<file path="config.mk">
export PLATFORM = sky130hd
export DESIGN_NAME = seg_scan_ctrl
export DESIGN_NICKNAME = d
export VERILOG_FILES = /design/src/rtl/seg_scan_pkg.sv /design/src/rtl/seg_scan_tick_gen.sv /design/src/rtl/seg_scan_ctrl.sv
export SDC_FILE = /design/constraint.sdc
export NUM_CORES = 1
export LEC_CHECK = 0
export CORE_MARGIN = 2
export CORE_UTILIZATION = 35
export CTS_CLUSTER_DIAMETER = 30
export DETAILED_ROUTE_END_ITERATION = 8
export SYNTH_ARGS = -nofsm -noshare
export SYNTH_HDL_FRONTEND = slang
export SYNTH_SLANG_ARGS = --single-unit
</file>
<file path="constraint.sdc">
create_clock -name clk -period 6.7 [get_ports clk]
set_clock_uncertainty 0.1 [all_clocks]
set_input_delay 1.34 -clock clk [delete_from_list [all_inputs] [get_ports clk]]
set_output_delay 1.34 -clock clk [all_outputs]
set_load 0.1 [all_outputs]
</file>
<file path="src/rtl/seg_scan_pkg.sv">
// Shared constants and helpers for the seven-segment scan controller.
package seg_scan_pkg;
   localparam int CODE_W         = 4;
   localparam int NUM_DIGITS_DEF = 8;
   localparam int TICK_DIV_DEF   = 100000;
   localparam int BLINK_DIV_DEF  = 125;

   // Counter width for a 0..n-1 range; never narrower than one bit.
   function automatic int slot_w(input int n);
      return (n < 2) ? 1 : $clog2(n);
   endfunction
endpackage

</file>
<file path="src/rtl/seg_scan_tick_gen.sv">
// Slot-rate prescaler: tick is high for one cycle every TICK_DIV cycles.
module scan_tick_gen
   import seg_scan_pkg::*;
#(
   parameter int TICK_DIV = TICK_DIV_DEF
) (
   input  logic clk,
   input  logic rst,
   output logic tick
);
   localparam int CW = slot_w(TICK_DIV);

   logic [CW-1:0] cnt;

   assign tick = (cnt == CW'(TICK_DIV - 1));

   always_ff @(posedge clk) begin
      if (rst)       cnt <= '0;
      else if (tick) cnt <= '0;
      else           cnt <= cnt + 1'b1;
   end
endmodule

</file>
<file path="src/rtl/seg_scan_ctrl.sv">
// Multiplexed seven-segment scan with frame-boundary double buffering.
// Optional blinking is built only when SEG_BLINK_EN is defined.
module seg_scan_ctrl
   import seg_scan_pkg::*;
#(
   parameter int NUM_DIGITS = NUM_DIGITS_DEF,
   parameter int TICK_DIV   = TICK_DIV_DEF,
   parameter int BLINK_DIV  = BLINK_DIV_DEF
) (
   input  logic                         clk,
   input  logic                         rst,
   input  logic                         load,
   input  logic [CODE_W*NUM_DIGITS-1:0] frame_in,
   input  logic [NUM_DIGITS-1:0]        en_in,
   input  logic [NUM_DIGITS-1:0]        blink_in,
   output logic [CODE_W-1:0]            seg_code,
   output logic [NUM_DIGITS-1:0]        digit_sel,
   output logic                         frame_done,
   output logic                         load_pending
);
   localparam int SW = slot_w(NUM_DIGITS);

   typedef logic [NUM_DIGITS-1:0][CODE_W-1:0] codes_t;
   typedef struct packed {
      codes_t                code;
      logic [NUM_DIGITS-1:0] en;
`ifdef SEG_BLINK_EN
      logic [NUM_DIGITS-1:0] blink;
`endif
   } disp_t;

   logic                  tick, boundary, gate, lit;
   logic [SW-1:0]         slot, slot_nxt;
   disp_t                 act, pend, in_buf, act_nxt;
   logic [NUM_DIGITS-1:0] sel_nxt;

   scan_tick_gen #(.TICK_DIV(TICK_DIV)) u_tick (
      .clk  (clk),
      .rst  (rst),
      .tick (tick)
   );

   assign boundary   = tick && (slot == SW'(NUM_DIGITS - 1));
   assign frame_done = boundary;

   assign in_buf.code = frame_in;
   assign in_buf.en   = en_in;
`ifdef SEG_BLINK_EN
   assign in_buf.blink = blink_in;
`endif

   // A load landing on the boundary itself bypasses the pending buffer.
   always_comb begin
      act_nxt = act;
      if (boundary) begin
         if (load)              act_nxt = in_buf;
         else if (load_pending) act_nxt = pend;
      end
   end

   always_comb begin
      slot_nxt = slot;
      if (tick) slot_nxt = (slot == SW'(NUM_DIGITS - 1)) ? '0 : slot + 1'b1;
   end

`ifdef SEG_BLINK_EN
   localparam int FW = slot_w(BLINK_DIV);

   logic [FW-1:0] fcnt, fcnt_nxt;
   logic          phase, phase_nxt;

   always_comb begin
      fcnt_nxt  = fcnt;
      phase_nxt = phase;
      if (boundary) begin
         if (fcnt == FW'(BLINK_DIV - 1)) begin
            fcnt_nxt  = '0;
            phase_nxt = ~phase;
         end else begin
            fcnt_nxt = fcnt + 1'b1;
         end
      end
   end

   always_ff @(posedge clk) begin
      if (rst) begin
         fcnt  <= '0;
         phase <= 1'b0;
      end else begin
         fcnt  <= fcnt_nxt;
         phase <= phase_nxt;
      end
   end

   assign gate = phase_nxt & act_nxt.blink[slot_nxt];
`else
   logic unused_blink;
   assign unused_blink = ^{blink_in, (BLINK_DIV != 0)};
   assign gate         = 1'b0;
`endif

   // Outputs are computed from next-state values so they switch on the slot edge.
   assign lit = act_nxt.en[slot_nxt] & ~gate;

   always_comb begin
      sel_nxt           = '0;
      sel_nxt[slot_nxt] = lit;
   end

   always_ff @(posedge clk) begin
      if (rst) begin
         slot         <= '0;
         act          <= '0;
         pend         <= '0;
         load_pending <= 1'b0;
         seg_code     <= '0;
         digit_sel    <= '0;
      end else begin
         slot <= slot_nxt;
         act  <= act_nxt;
         if (load && !boundary) pend <= in_buf;
         if (boundary)  load_pending <= 1'b0;
         else if (load) load_pending <= 1'b1;
         seg_code  <= act_nxt.code[slot_nxt];
         digit_sel <= sel_nxt;
      end
   end
endmodule

</file>
# Yosys cells after proc, flatten, opt, wreduce, memory -nomap -nowiden
# Cells that the tools add are included.
[word_totals]
out_inout_bits = 14
elab_cells = 47
register_bits = 113
input_bits = 51
[classes]
n_eq_ne = 2
bitwise_logic = 1
add_sub_neg = 2
reduce_logical = 6
mux = 11
n_lt_le_gt_ge = 2
[ops]
columns = ["operator", "count"]
rows = [
  ["$mux W40", 3],
  ["$add A17 B1 Y17 const B", 1],
  ["$eq A17 B17 Y1 const B", 1],
  ["$bmux W4 S3", 1],
  ["$and A8 B8 Y8", 1],
  ["$mux W3", 2],
  ["$lt A3 B4 Y1 const B", 1],
  ["$mux W4", 1],
  ["$reduce_or A2 Y1", 2],
  ["$add A3 B1 Y3 const B", 1],
  ["$bmux W1 S3", 1],
  ["$demux W1 S3", 1],
  ["$eq A3 B3 Y1 const B", 1],
  ["$ge A3 B1 Y1 const B", 1],
  ["$logic_and A1 B1 Y1", 3],
  ["$mux W1", 2],
  ["$logic_not A1 Y1", 1],
]

# Longest topological paths before layout
[logic_depth]
ltp_word = 8
mapped_depth = 11
ltp_nobuf = 8

# Hierarchy
# A second synthesis with hierarchy kept.
[hier_totals]
hier_cells = 611
hier_area_um2 = 5153.7
[by_module_without_submodules]
columns = ["mod", "area_per_inst_um2", "seq_area_each_um2", "cells_each", "instances"]
rows = [
  ["seg_scan_ctrl", 4356.7, 1921.8, 523, 1],
  ["scan_tick_gen", 797.0, 340.3, 88, 1],
]

# Worst setup path before layout
# Ideal clock, no wire load.
[synth_timing]
path_type = "register to output"
start = "register u_tick.cnt[6]"
end = "output port frame_done"
setup_slack_ns = 3.229
path_stages_with_launch = 6
arrival_time_ns = 2.031
n_path_buf = 2
path_cell_list = "dfxtp_1 or4b_1 nor4_1 and2_1 clkbuf_1 buf_2"
[synth_via]
elab_chain_cells = 2
[synth_lines]
columns = ["element", "line", "source"]
rows = [
  ["from (decl)", "seg_scan_tick_gen.sv:13", "logic [CW-1:0] cnt;"],
  ["from (signal assigned)", "seg_scan_tick_gen.sv:20", "else cnt <= cnt + 1'b1;"],
  ["$eq A17 B17 Y1", "seg_scan_tick_gen.sv:15", "assign tick = (cnt == CW'(TICK_DIV - 1));"],
  ["$logic_and A1 B1 Y1", "seg_scan_ctrl.sv:43", "assign boundary = tick && (slot == SW'(NUM_DIGITS - 1));"],
  ["to (decl)", "seg_scan_ctrl.sv:18", "output logic frame_done,"],
]
# No other way between the ends.

# Final worst setup path
# Same ends and word-level chain as after synthesis.

==> impl_metrics.xml <==
<?xml version="1.0" encoding="UTF-8"?>
<metrics>
  <group name="run">
    <metric name="max-cap-violations" unit="">0</metric>
  </group>
  <group name="route">
    <metric name="detailedRoute.firstPassIterationCount" unit="">5</metric>
    <metric name="drt_first_iter_violations" unit="">361</metric>
    <metric name="viasPerCell" unit="">5.51</metric>
    <metric name="total_via_count_after_detailed_routing" unit="">4463</metric>
    <metric name="drc" unit="">0</metric>
    <metric name="remaining_number_of_nets_flagged_by_the_antenna_check_after_routing" unit="">0</metric>
    <metric name="routed_wirelength" unit="um">13900</metric>
    <metric name="wl_per_cell" unit="um">17.1</metric>
  </group>
  <group name="critical_path">
    <metric name="critical_path_arrival" unit="ns">3.64</metric>
    <metric name="cp-start-kind" unit="">register</metric>
    <metric name="critPathCaptureType" unit="">output port</metric>
    <metric name="crit_type" unit="">register to output port</metric>
    <metric name="cp.required" unit="ns">5.26</metric>
    <metric name="path_max_fanout" unit="">15</metric>
  </group>
  <group name="synth">
    <metric name="synth_xor_area_share" unit="%">2.32</metric>
    <metric name="mappedNetlistArea" unit="mm2">0.00491</metric>
    <metric name="asyncSetResetFlopFracSynth" unit="%">0</metric>
    <metric name="synthAdderAreaFrac" unit="%">0.765</metric>
    <metric name="synthMuxAreaShare" unit="%">1.68</metric>
    <metric name="yosysWarnings" unit="">0</metric>
    <metric name="synth.lib_cells_used.distinct" unit="">48</metric>
    <metric name="mappedNetlistNets" unit="">634</metric>
    <metric name="synth_enable_flop_cells" unit="">0</metric>
    <metric name="synth-simple-area-share" unit="%">20.2</metric>
    <metric name="synth_compound_area_share" unit="%">24.3</metric>
    <metric name="main_combinational_cell_family_by_area_after_synthesis" unit="">compound AO/OA/AOI/OAI gates</metric>
    <metric name="synth.yosys.seq_area_share" unit="%">46.1</metric>
    <metric name="synth.avg_cell_area" unit="um2">8.46</metric>
    <metric name="synthFlopType" unit="">sky130_fd_sc_hd__dfxtp_1</metric>
    <metric name="postSynthRegisterBits" unit="">113</metric>
    <metric name="syn-instance-count" unit="">580</metric>
  </group>
  <group name="placed_design">
    <metric name="final_weighted_congestion_in_routability_driven_placement" unit="">0.795</metric>
    <metric name="dpl.hpwl" unit="um">8760</metric>
    <metric name="count_of_input_and_output_buffers" unit="">56</metric>
    <metric name="placement_stage_worst_setup_slack" unit="ns">2.07</metric>
  </group>
  <group name="timing">
    <metric name="tightestPinTransition" unit="ns">1.04</metric>
    <metric name="layout_worst_path_cycle_share" unit="%">75.7</metric>
    <metric name="holdWs" unit="ns">0.350</metric>
    <metric name="number_of_hold_slack_violations_in_the_final_timing_report" unit="">0</metric>
    <metric name="maxSlewViolCount" unit="">0</metric>
    <metric name="pnr_worst_setup_slack" unit="ns">1.62</metric>
    <metric name="final.min_clock_period" unit="ns">5.08</metric>
    <metric name="grt_setup_unrepaired" unit="">false</metric>
    <metric name="worst_case_headroom_to_the_max_slew_limit" unit="%">30.3</metric>
    <metric name="final_setup_viols" unit="">0</metric>
    <metric name="timing.setup.tns" unit="ns">0</metric>
    <metric name="highest_attainable_clock_frequency" unit="MHz">197</metric>
  </group>
  <group name="layout">
    <metric name="n_antenna_cell" unit="">0</metric>
    <metric name="proportion_of_layout_cells_with_a_drive_suffix_above_1" unit="%">8.73</metric>
    <metric name="syn2layout_area_growth" unit="%">27.1</metric>
    <metric name="fillerInstances" unit="">1359</metric>
    <metric name="final_nets" unit="">671</metric>
  </group>
  <group name="global_route">
    <metric name="grt.total_usage" unit="%">19.5</metric>
    <metric name="number_of_antenna_violations_at_the_first_check_in_global_routing" unit="">0</metric>
    <metric name="grt_pass1_vias" unit="">4533</metric>
    <metric name="global_route_wire_length_before_repair" unit="um">22500</metric>
    <metric name="grt_start_max_net_pins" unit="">54</metric>
    <metric name="gr-total-overflow" unit="">0</metric>
  </group>
  <group name="clock_tree">
    <metric name="tritoncts" unit="">yes</metric>
    <metric name="cts-hold-fix-buffers" unit="">0</metric>
    <metric name="cts_inserted_buffers" unit="">17</metric>
    <metric name="cts-htree-levels" unit="">4</metric>
    <metric name="postCtsSetupBuffers" unit="">0</metric>
    <metric name="ctsRootBufferMaster" unit="">sky130_fd_sc_hd__clkbuf_16</metric>
    <metric name="cts_buffer_depth" unit="">2</metric>
    <metric name="clock-sinks" unit="">113</metric>
    <metric name="path_clk_slew" unit="ns">0.05</metric>
    <metric name="clkLatencyLatePin" unit="ns">0.42</metric>
    <metric name="postCtsResizedCells" unit="">0</metric>
  </group>
  <group name="floorplan">
    <metric name="die_h" unit="um">122</metric>
    <metric name="fp-row-count" unit="">43</metric>
    <metric name="core" unit="mm2">0.0138</metric>
    <metric name="fp.dieArea" unit="mm2">0.0150</metric>
    <metric name="floorplan.die.width" unit="um">122</metric>
    <metric name="initial_core_util" unit="%">35.6</metric>
    <metric name="i_o_pin_cnt" unit="">65</metric>
  </group>
  <group name="power">
    <metric name="static-leakage-power" unit="nW">2.14</metric>
    <metric name="power.density" unit="mW/mm2">294</metric>
    <metric name="vdd.ir_drop.worst" unit="mV">0.190</metric>
    <metric name="finalPower" unit="W">0.00183</metric>
  </group>
  <group name="worst_hold_path">
    <metric name="hold_path.class" unit="">register to register</metric>
  </group>
  <group name="status">
    <metric name="run_status" unit="">finished clean</metric>
  </group>
</metrics>
==> worst max-delay path, cell delays in order (launching register included) <==
cell                              delay (ns)
sky130_fd_sc_hd__dfxtp_1                0.33
sky130_fd_sc_hd__or4b_1                 0.57
sky130_fd_sc_hd__nor4_2                 0.25
sky130_fd_sc_hd__buf_4                  0.24
sky130_fd_sc_hd__and2_1                 0.55
sky130_fd_sc_hd__clkdlybuf4s50_1        1.26
==> path summary, 6_finish.rpt <==
path                            startpoint                 endpoint  slack [ns]  cells after the start
setup / recovery  u_tick.cnt[6]$_SDFF_PP0_               frame_done        1.62                      5
hold / removal        pend[7]$_SDFFE_PP0P_     pend[7]$_SDFFE_PP0P_        0.35                      2
setup reg to reg  u_tick.cnt[6]$_SDFF_PP0_  digit_sel[3]$_SDFF_PP0_        3.15                      8
hold reg to reg       pend[7]$_SDFFE_PP0P_     pend[7]$_SDFFE_PP0P_        0.35                      2
==> cell usage in the layout, fill, tap and decap left out, types with 12 or more instances in the layout <==
cell / synthesis / layout
sky130_fd_sc_hd__nor2_1: 62 / 59
sky130_fd_sc_hd__dfxtp_1: 113 / 113
sky130_fd_sc_hd__a21oi_1: 55 / 55
sky130_fd_sc_hd__a221oi_1: 20 / 20
sky130_fd_sc_hd__o22ai_1: 17 / 17
sky130_fd_sc_hd__nand2_1: 116 / 115
sky130_fd_sc_hd__clkbuf_16: 0 / 17
sky130_fd_sc_hd__o22a_1: 14 / 14
sky130_fd_sc_hd__a32o_1: 16 / 16
sky130_fd_sc_hd__nor3_1: 12 / 12
sky130_fd_sc_hd__clkdlybuf4s50_1: 0 / 55
==> layout make-up <==
cell class                      instances  area (um2)  share of cell area (%)
Timing Repair Buffer                   63         608                    9.75
Inverter                                5        18.8                   0.301
Sequential cell                       113        2260                    36.3
Tap cell                              180         225                    3.61
Clock buffer                           22         484                    7.76
Multi-Input combinational cell        417        2440                    39.1
Clock inverter                         10         203                    3.25
==> logic make-up after synthesis <==
group / count (synthesis)
fa+ha+maj: 3
compound gates: 165
mux: 8
simple gates: 228
xor+xnor: 13
flops: 113
buf+inv: 50
==> synth_stat cells (4+ instances only) <==
| cell | count | area (um2) |
|---|---|---|
| sky130_fd_sc_hd__nand2_1 | 116 | 435 |
| sky130_fd_sc_hd__o22ai_1 | 17 | 106 |
| sky130_fd_sc_hd__o21ai_0 | 11 | 55.1 |
| sky130_fd_sc_hd__a32oi_1 | 6 | 52.6 |
| sky130_fd_sc_hd__or3_1 | 4 | 25.0 |
| sky130_fd_sc_hd__nand4_1 | 4 | 25.0 |
| sky130_fd_sc_hd__buf_2 | 7 | 35.0 |
| sky130_fd_sc_hd__o22a_1 | 14 | 123 |
| sky130_fd_sc_hd__o31ai_1 | 8 | 60.1 |
| sky130_fd_sc_hd__a32o_1 | 16 | 160 |
| sky130_fd_sc_hd__clkbuf_1 | 32 | 120 |
| sky130_fd_sc_hd__nand3_1 | 6 | 30.0 |
| sky130_fd_sc_hd__a221oi_1 | 20 | 175 |
| sky130_fd_sc_hd__a22oi_1 | 6 | 45.0 |
| sky130_fd_sc_hd__inv_1 | 5 | 18.8 |
| sky130_fd_sc_hd__dfxtp_1 | 113 | 2260 |
| sky130_fd_sc_hd__nor3_1 | 12 | 60.1 |
| sky130_fd_sc_hd__nor2_1 | 62 | 233 |
| sky130_fd_sc_hd__a21oi_1 | 55 | 275 |
| sky130_fd_sc_hd__xor2_1 | 10 | 87.6 |
| sky130_fd_sc_hd__mux2i_1 | 6 | 60.1 |
| sky130_fd_sc_hd__nand2b_1 | 5 | 31.3 |
==> sequential cells by signal, indices dropped and copies added, names as in the netlist <==
register,flops
act,40
slot,3
u_tick.cnt,17
pend,40
load_pending,1
seg_code,4
digit_sel,8
==> through the flow <==
stage | instances | cell area [um2] | utilization [%]
final | 810 | 6240 | 45.3
after global routing | 810 | 6240 | 45.3
after CTS | 810 | 6240 | 45.3
after detailed placement | 778 | 5550 | 40.3
after global placement | 778 | 5550 | 40.3
after floorplan | 580 | 4910 | -
==> metal layers <==
metal	global-route usage [%]	up-vias	routed length (um)	share of wire [%]
met1	24.8	2128	6150	44
met3	3.81	19	819	5.9
met5	0	-	0	0
met2	32.2	146	6720	48
met4	8.19	0	193	1.4
li1	-	2170	-	-
==> report_power, final <==
group	switching, W	internal [W]	total, W
registers	0.0000105	0.000688	0.000699
logic	0.0000531	0.0000390	0.0000921
clock network	0.000308	0.000734	0.00104
total	0.000372	0.00146	0.00183
Note: power is estimated with default switching activity, not from simulation.
==> edit: new RTL, same flow settings <==
Register the output `digit_sel` once more, cleared by the reset; this adds one clock of latency there. The other outputs are not delayed to match.
--- a/src/rtl/seg_scan_ctrl.sv
+++ b/src/rtl/seg_scan_ctrl.sv
@@ -28,6 +28,8 @@
       logic [NUM_DIGITS-1:0] blink;
 `endif
    } disp_t;
+
+   logic [NUM_DIGITS-1:0] digit_sel_s0;
 
    logic                  tick, boundary, gate, lit;
    logic [SW-1:0]         slot, slot_nxt;
@@ -114,7 +116,7 @@
          pend         <= '0;
          load_pending <= 1'b0;
          seg_code     <= '0;
-         digit_sel    <= '0;
+         digit_sel_s0 <= '0;
       end else begin
          slot <= slot_nxt;
          act  <= act_nxt;
@@ -122,8 +124,16 @@
          if (boundary)  load_pending <= 1'b0;
          else if (load) load_pending <= 1'b1;
          seg_code  <= act_nxt.code[slot_nxt];
-         digit_sel <= sel_nxt;
+         digit_sel_s0 <= sel_nxt;
       end
    end
+   always_ff @(posedge clk) begin
+      if (rst) begin
+         digit_sel <= '0;
+      end else begin
+         digit_sel <= digit_sel_s0;
+      end
+   end
+
 endmodule
 
Formal check against the unedited RTL: no difference found for any inputs over 10 cycles, from zero or initial values and one cycle with rst high; that may be too few to reach the edited logic, so the function may still have changed.
==> edit against the unedited design <==
Synthesized cell count rose by 11%. Synthesized area rose by 5.2%. Critical path depth increased by 1. Wire length up 2.8%. Final area is 3.0% higher. Setup slack improved by 99 ps. Total power barely moved. Sequential cell count up 8. Critical path type unchanged. Critical endpoint unchanged. Largest power group unchanged.
==> edit: results (changes against the unedited design) <==
* Count of routing violations after the opening detailed-route iteration: 525 (+45%)
- The delay of the slowest cell on the worst path came to 1220 ps (-40 ps).
- Cell Count, Final, Fillers Out: 874 (+7.9%)
- The post-placement cell count came to 843 (+8.4%).
- The worst-case setup slack after placement was 2160 ps (+90.38 ps).
* Largest net degree at the start of global routing: 56 (+3.7%)
* Distinct cell type count of the synthesized netlist: 39 (-19%)
- Met1 usage in global routing: 22.35% (-2.4 points)
- The final period demand of the worst path is 4976 ps (-99.49 ps).
- The mean routed wirelength per cell was 16.34 um (-4.7%).
- The leakage power of the design was 2.202 nW (+2.9%).
- The net count of the mapped netlist is 699 (+10%).
- The worst register-to-register path ends at pend[8]$_SDFFE_PP0P_.
- The portion of the post-synthesis area used by sequential elements is 46.93% (+0.82 points).
- The share of post-route cells with drive strength above 1 came to 6.232% (-2.5 points).
* Hold path startpoint: digit_sel_s0[5]$_SDFF_PP0_
* Top cells by count, synth: sky130_fd_sc_hd__dfxtp_1, sky130_fd_sc_hd__a21oi_1, sky130_fd_sc_hd__nand2_1
- Post-place instance area: 5787 um2 (+4.3%)
- Global-route met3 utilization: 4.193% (+0.38 points)
- The number of cells on the worst hold path came to 1 (-1).
- Arrival time of the worst setup path: 3540 ps (-100 ps)
* R2R depth: 7 (-1)
- The first-pass GRT wire length was 23180 um (+3.0%).
- The final weighted congestion of routability-driven global placement is 0.7804 (-1.8%).
- Vias in the first global route: 4812 (+6.2%)
- Cells taking the most area after synthesis: sky130_fd_sc_hd__dfxtp_1, sky130_fd_sc_hd__a21oi_1, sky130_fd_sc_hd__nand2_1, sky130_fd_sc_hd__nor2_1, sky130_fd_sc_hd__a32oi_1
* Hpwl dp: 8717 um (-0.45%)
* Status: completed
- The startpoint identified for the worst register-to-register timing path is u_tick.cnt[0]$_SDFF_PP0_.
- The worst voltage drop across the vdd grid was 200.6 uV (+5.4%).
* Post-Syn Instances: 645 (+11%)
* Slew headroom: 25.46% (-4.8 points)
* End of the worst hold path: digit_sel[5]$_SDFF_PP0_
- Total number of nets in the final design: 732 (+9.1%)
- CP Max Fanout: 14 (-1)
edit: report_power, final:
part | internal, mW | switching (mW)
Combinational | 0.0407 | 0.0614
Clock | 0.676 | 0.313
Sequential | 0.736 | 0.00828
edit: cell type report:
type,instances,area (um2)
repair buffers,62,600.6
clock buffers,23,467.9
inverters,11,41.29
clock inverters,8,167.7
flip-flops and latches,121,2422
multi-input cells,465,2492
fillers,1357,8056
well taps,184,230.2
edit: logic make-up (layout without fill, tap and decap cells):
logic type	after synthesis	in the layout	share of synthesized area (%)
buffers and inverters	59	104	4.873
adders and majority gates	3	3	0.7274
xor gates and xnor gates	12	12	2.036
and+or+nand+nor	257	257	22.91
AOI/OAI and AO/OA	193	193	22.52
DFF	121	121	46.93
edit: layer usage:
layer	up-vias	routed length, um	share of wire, %
li1	2369	-	-
met1	2364	6227	44
met2	161	6915	48
met3	31	833	5.8
met4	0	302	2.1
met5	-	0	0
